--- config.mk ---
export PLATFORM = sky130hd
export DESIGN_NAME = lifo_stack
export DESIGN_NICKNAME = d
export VERILOG_FILES = /design/src/rtl/lifo_stack.sv
export SDC_FILE = /design/constraint.sdc
export NUM_CORES = 1
export LEC_CHECK = 0
export ABC_AREA = 1
export CORE_MARGIN = 8
export CORE_UTILIZATION = 55
export CTS_CLUSTER_SIZE = 24
export DETAILED_ROUTE_END_ITERATION = 8
export GPL_TIMING_DRIVEN = 0
export PLACE_DENSITY = 0.72
export SLEW_MARGIN = 10
export SYNTH_ARGS = -nofsm -noshare
export SYNTH_HDL_FRONTEND = slang
export SYNTH_SLANG_ARGS = --single-unit
export TNS_END_PERCENT = 50
--- constraint.sdc ---
create_clock -name clk -period 3.2 [get_ports clk]
set_input_delay 0.64 -clock clk [delete_from_list [all_inputs] [get_ports clk]]
set_output_delay 0.64 -clock clk [all_outputs]
set_load 0.03 [all_outputs]
--- src/rtl/lifo_stack.sv ---
// -----------------------------------------------------------------------------
// lifo_stack
//   Single-clock LIFO stack. The current top-of-stack lives in its own register,
//   so it is visible with zero read latency. The entries below it live in an
//   array. A pop refills the top register from array slot count-2 in the same
//   cycle, so there is never a bubble and never a busy state.
//
// Parameters
//   DEPTH : log2 of capacity (capacity = 2**DEPTH entries)
//   WIDTH : data bits per entry
//
// Ports
//   clk   in   clock, all state changes on the rising edge
//   rst   in   synchronous active-high reset
//   push  in   push wd this cycle
//   pop   in   pop the top entry this cycle (push+pop replaces the top entry)
//   wd    in   WIDTH  data to push
//   top   out  WIDTH  current top-of-stack (registered; 0 when empty)
//   count out  DEPTH+1 occupancy, 0..2**DEPTH
//   empty out  high when count==0
//   full  out  high when count==2**DEPTH
//   err   out  sticky overflow/underflow flag
//
// Build option
//   LIFO_STACK_ERR_EN : when defined, err is set on any overflow or underflow
//                       and held until rst. When undefined, err is tied to 0.
//                       Illegal operations are ignored in both builds.
// -----------------------------------------------------------------------------
module lifo_stack #(
    parameter int DEPTH = 4,
    parameter int WIDTH = 16
) (
    input  logic             clk,
    input  logic             rst,
    input  logic             push,
    input  logic             pop,
    input  logic [WIDTH-1:0] wd,
    output logic [WIDTH-1:0] top,
    output logic [DEPTH:0]   count,
    output logic             empty,
    output logic             full,
    output logic             err
);

    // Address width stays at least 1 so that DEPTH=0 still elaborates.
    localparam int             AW      = (DEPTH > 0) ? DEPTH : 1;
    localparam int             CAP_INT = 1 << DEPTH;
    localparam logic [DEPTH:0] CAP     = CAP_INT[DEPTH:0];

    // One-hot-ish encoding: bit 0 means empty and bit 1 means full.
    // Both flags therefore come straight from state register bits.
    typedef enum logic [1:0] {
        S_PARTIAL = 2'b00,
        S_EMPTY   = 2'b01,
        S_FULL    = 2'b10
    } state_t;

    state_t           r_state;
    state_t           w_state_next;
    logic [DEPTH:0]   r_count;
    logic [DEPTH:0]   w_count_next;
    logic [WIDTH-1:0] r_top;
    logic [WIDTH-1:0] w_top_next;

    // Entries below the top register. This array is deliberately not reset.
    logic [WIDTH-1:0] r_mem [0:CAP_INT-1];

    logic             w_push_only;
    logic             w_pop_only;
    logic             w_replace;
    logic             w_wr_en;
    logic [AW-1:0]    w_wr_addr;
    logic [AW-1:0]    w_rd_addr;
    logic [WIDTH-1:0] w_below;

    assign w_push_only = push & ~pop & (r_state != S_FULL);
    assign w_pop_only  = pop & ~push & (r_state != S_EMPTY);
    assign w_replace   = push & pop & (r_state != S_EMPTY);

    // On a push, the old top moves into slot count-1.
    // The entry just below the top always sits in slot count-2.
    assign w_wr_addr = AW'(r_count - (DEPTH+1)'(1));
    assign w_rd_addr = AW'(r_count - (DEPTH+1)'(2));
    assign w_below   = r_mem[w_rd_addr];

    // Next-state and datapath decode.
    always_comb begin
        w_count_next = r_count;
        w_top_next   = r_top;
        w_wr_en      = 1'b0;
        if (w_push_only) begin
            w_count_next = r_count + (DEPTH+1)'(1);
            w_top_next   = wd;
            // Nothing is spilled into the array when the stack was empty.
            w_wr_en      = (r_state != S_EMPTY);
        end else if (w_pop_only) begin
            w_count_next = r_count - (DEPTH+1)'(1);
            w_top_next   = (r_count > (DEPTH+1)'(1)) ? w_below : '0;
        end else if (w_replace) begin
            w_top_next   = wd;
        end

        if (w_count_next == '0) begin
            w_state_next = S_EMPTY;
        end else if (w_count_next == CAP) begin
            w_state_next = S_FULL;
        end else begin
            w_state_next = S_PARTIAL;
        end
    end

    always_ff @(posedge clk) begin
        if (rst) begin
            r_state <= S_EMPTY;
            r_count <= '0;
            r_top   <= '0;
        end else begin
            r_state <= w_state_next;
            r_count <= w_count_next;
            r_top   <= w_top_next;
        end
    end

    // The old top only moves into the array on a push-only cycle.
    // A reset in the same cycle wins, so writes are gated by ~rst.
    always_ff @(posedge clk) begin
        if (w_wr_en && !rst) begin
            r_mem[w_wr_addr] <= r_top;
        end
    end

`ifdef LIFO_STACK_ERR_EN
    logic w_overflow;
    logic w_underflow;
    logic r_err;

    assign w_overflow  = push & ~pop & (r_state == S_FULL);
    assign w_underflow = pop & (r_state == S_EMPTY);

    always_ff @(posedge clk) begin
        if (rst) begin
            r_err <= 1'b0;
        end else if (w_overflow || w_underflow) begin
            r_err <= 1'b1;
        end
    end

    assign err = r_err;
`else
    assign err = 1'b0;
`endif

    assign top   = r_top;
    assign count = r_count;
    assign empty = r_state[0];
    assign full  = r_state[1];

endmodule

==> metrics.txt <==
Hold Path Class register to register; largest fanout on the critical path 16; launch point of the worst reg-to-reg path count[0]; clock tree buffer depth 3; CP startpoint count[0]; Worst path slowest cell sky130_fd_sc_hd__nor2_2; Clock Sinks 279; total via count in the routed design 7907; fraction of final layout cells with drive strength greater than 1 between 10% and 20%; Reg power frac 42.7%; antenna violations before repair 0; most common cell after layout, fill and taps aside sky130_fd_sc_hd__nand2_1; chip height between 150 and 200 µm; wire length of the first global-routing pass about 44000 µm; cell internal power dissipation 6.94 mW; total power per unit cell area between 700 and 800 nW/µm²; starting density of the core 55.8%; register area 8150 µm²; worst clock skew 0.0187 ns; unique cell type count in the Yosys netlist 25; number of placed I/O pins 44; via/cell ratio 5.61; clock tree root buffer cell sky130_fd_sc_hd__clkbuf_16; DIE WIDTH 162 µm; Gate power share 27.5%; count of antenna diodes in the layout 0; total leakage power approximately 5 nW; setup TNS 0 ns; total instance count after detailed placement between 1000 and 1500; proportion of synthesized chip area in sequential cells about 70%; largest incremental delay on the critical path 0.78 ns; maximum vdd ir drop 439 µV; CTS tree built; clock-pin transition on the worst setup and hold timing paths around 0.07 ns; result of the run completed; FF+latch count, synth around 280; achievable frequency approximately 320 MHz; wire length per cell after detailed routing approximately 21 µm; number of nets with antenna violations after detailed routing 0; non-filler instance count after layout 1410; total non-filler cell area in the finished layout approximately 14000 µm²; slew at the pin with the worst max-slew slack 0.931 ns; cell chain of the critical path buf_2 -> inv_1 -> buf_2 -> buf_2 -> ha_1 -> xor2_1 -> nand2_1 -> nor2_2; area taken by multi-input logic gates between 3000 and 4000 µm²; Cells after Synth 1034; Critical Path Most Common Cell sky130_fd_sc_hd__buf_2; Setup violations, final 0; clock latency at the later pin of the worst-skew pair 0.53 ns; Avg Synthesized Cell Area 11.3 µm²; PortBufs 42; detailed-route DRC error count 0; top library cells by usage in the layout, fill and taps aside 327 x sky130_fd_sc_hd__nand2_1, 256 x sky130_fd_sc_hd__edfxtp_1, 225 x sky130_fd_sc_hd__nand3_1; switching share of power ~34%; Detailed Routing Iterations Pass 1 5; die area 26100 µm²; final-report max-slew violation count 0; number of endpoints with negative hold slack in the final report 0; number of rows created at floorplan 53; min setup slack post-route 0.0260 ns; start point of the worst min-delay path count[4]; startpoint type of the worst setup path register; setup repair after global routing missed its margin yes; global-route congestion overflow total 0; worst endpoint data arrival time 3.32 ns; detailed-route wire length 29000 µm; crit share post-route 99.2%; post-layout net count between 1000 and 1500; half-perimeter wire length after detailed placement around 20000 µm; Crit path required time around 3.3 ns; CTS buffer count 26; worst hold path cell count 3; capture instance of the worst register-to-register path r_mem[6][6]; Placeable Area about 21000 µm²; H-Tree Level Count 1; Crit Path Category register to register; area delta synth->final 16.0%; Setup Slack @ Placement -0.205 ns; net count after synthesis 1062; area of the mapped netlist approximately 12000 µm²; Tmin final 3.17 ns; Worst Hold End count[4]; endpoint type of the worst setup path register; net switching power figure 3.66 mW; largest net degree at the start of global routing 23; number of max-capacitance violations reported 0; global-route total usage across every layer 22.1%; Placement Cell Area 12600 µm²; vias in the first global route 7401; First DRT Iteration DRCs 772; Max-Slew Margin vs Limit 37.9%; weighted congestion reported at the end of routability-driven placement 0.939; filler instances 1547; share of power burned in the clock network 29.8%; Worst R2R Setup Slack approximately 0.026 ns; hold buffer count at CTS 0; count of yosys warnings during synthesis 0; depth of the worst register-to-register path 8
-- repair_timing --
action,in CTS,in global routing
gates resized for setup,0,1
pin swaps,0,0
buffers inserted,0,0
endpoints found under the hold margin,0,0
setup endpoints to repair,116,66
-- power groups by stage --
| stage | sequential, mW | clock [mW] | combinational, mW |
|---|---|---|---|
| CTS | 4.52 | 3.19 | 2.87 |
| detailed placement | 4.60 | 0 | 2.86 |
| global placement | 4.59 | 0 | 2.79 |
| global route | 4.54 | 3.33 | 3.14 |
| floorplan | 4.55 | 0 | 1.73 |
| finish | 4.53 | 3.16 | 2.91 |
-- worst max path at each step --
stage	to	slack, ns
after floorplan	r_mem[12][0]	0.32
after global placement	r_mem[15][5]	-0.64
after detailed placement	r_mem[5][8]	-0.20
after CTS	r_mem[5][8]	0.07
after global routing	r_mem[6][10]	-0.15
final	r_mem[6][6]	0.03
-- area by class of cell --
cell class                 instances  area share, %
tap                              275           2.54
sequential                       279           60.3
inverter                          45           1.25
buffer                            59           2.04
multi-input combinational        650           22.9
clock buffer                      35           5.52
timing repair buffer              54           4.39
clock inverter                    13           1.05
-- flip-flops by register name (all words and copies together) (netlist names) --
| signal | flops |
|---|---|
| r_mem | 256 |
| top | 16 |
| count | 5 |
| r_state | 2 |
-- worst max-delay path: cells and delay by family (launching register included) --
kind / cells / cell delay, ns
adder cells (fa/ha/maj): 1 / 0.26
buffers and inverters: 4 / 0.79
AND/OR/NAND/NOR: 2 / 1.01
flip-flops: 1 / 0.37
XOR/XNOR: 1 / 0.35
-- cell usage after synthesis --
cell                       number  area [µm²]
sky130_fd_sc_hd__a21oi_1        8        40.0
sky130_fd_sc_hd__clkbuf_1      21        78.8
sky130_fd_sc_hd__a21oi_2       10        87.6
sky130_fd_sc_hd__buf_6          1        11.3
sky130_fd_sc_hd__a31oi_1        2        12.5
sky130_fd_sc_hd__conb_1         1        3.75
sky130_fd_sc_hd__or2_2          1        6.26
sky130_fd_sc_hd__a21oi_4        1        16.3
sky130_fd_sc_hd__nor2_1        23        86.3
sky130_fd_sc_hd__nand3_1      225        1130
sky130_fd_sc_hd__nand3_2       21         210
sky130_fd_sc_hd__clkbuf_2       1        5.00
sky130_fd_sc_hd__buf_1          6        22.5
sky130_fd_sc_hd__inv_1         44         165
sky130_fd_sc_hd__buf_2         28         140
sky130_fd_sc_hd__dfxtp_1       23         460
sky130_fd_sc_hd__xor2_1         4        35.0
sky130_fd_sc_hd__buf_4          3        22.5
sky130_fd_sc_hd__nand2_1      327        1230
sky130_fd_sc_hd__ha_1           8         100
sky130_fd_sc_hd__xor2_2         1        16.3
sky130_fd_sc_hd__o21ai_1        1        5.00
sky130_fd_sc_hd__inv_2          1        3.75
sky130_fd_sc_hd__edfxtp_1     256        7690
sky130_fd_sc_hd__o21ai_0       17        85.1
-- through the flow --
stage	total power, mW	utilization, %	hold WS [ns]
global placement	7.37	59.5	0.599
CTS	10.6	64.7	0.628
floorplan	6.28	-	0.679
global route	11.0	64.7	0.684
detailed placement	7.46	60.5	0.613
finish	10.6	64.7	0.638
-- metal layers --
metal | GRT usage [%] | part of all wire [%] | vias up
met1 | 30.9 | 42 | 3733
met2 | 33.8 | 45 | 376
met3 | 3.33 | 9.0 | 52
met4 | 9.64 | 3.8 | 0
li1 | - | - | 3746
met5 | 0 | 0 | -
-- logic make-up after synthesis --
kind of cell	synth area share, %
flops	69.9
other cells	0.0322
simple gates	22.8
buf+inv	3.85
xor+xnor	0.440
compound gates	2.11
fa+ha+maj	0.859
(Power assumes the default switching activity.)
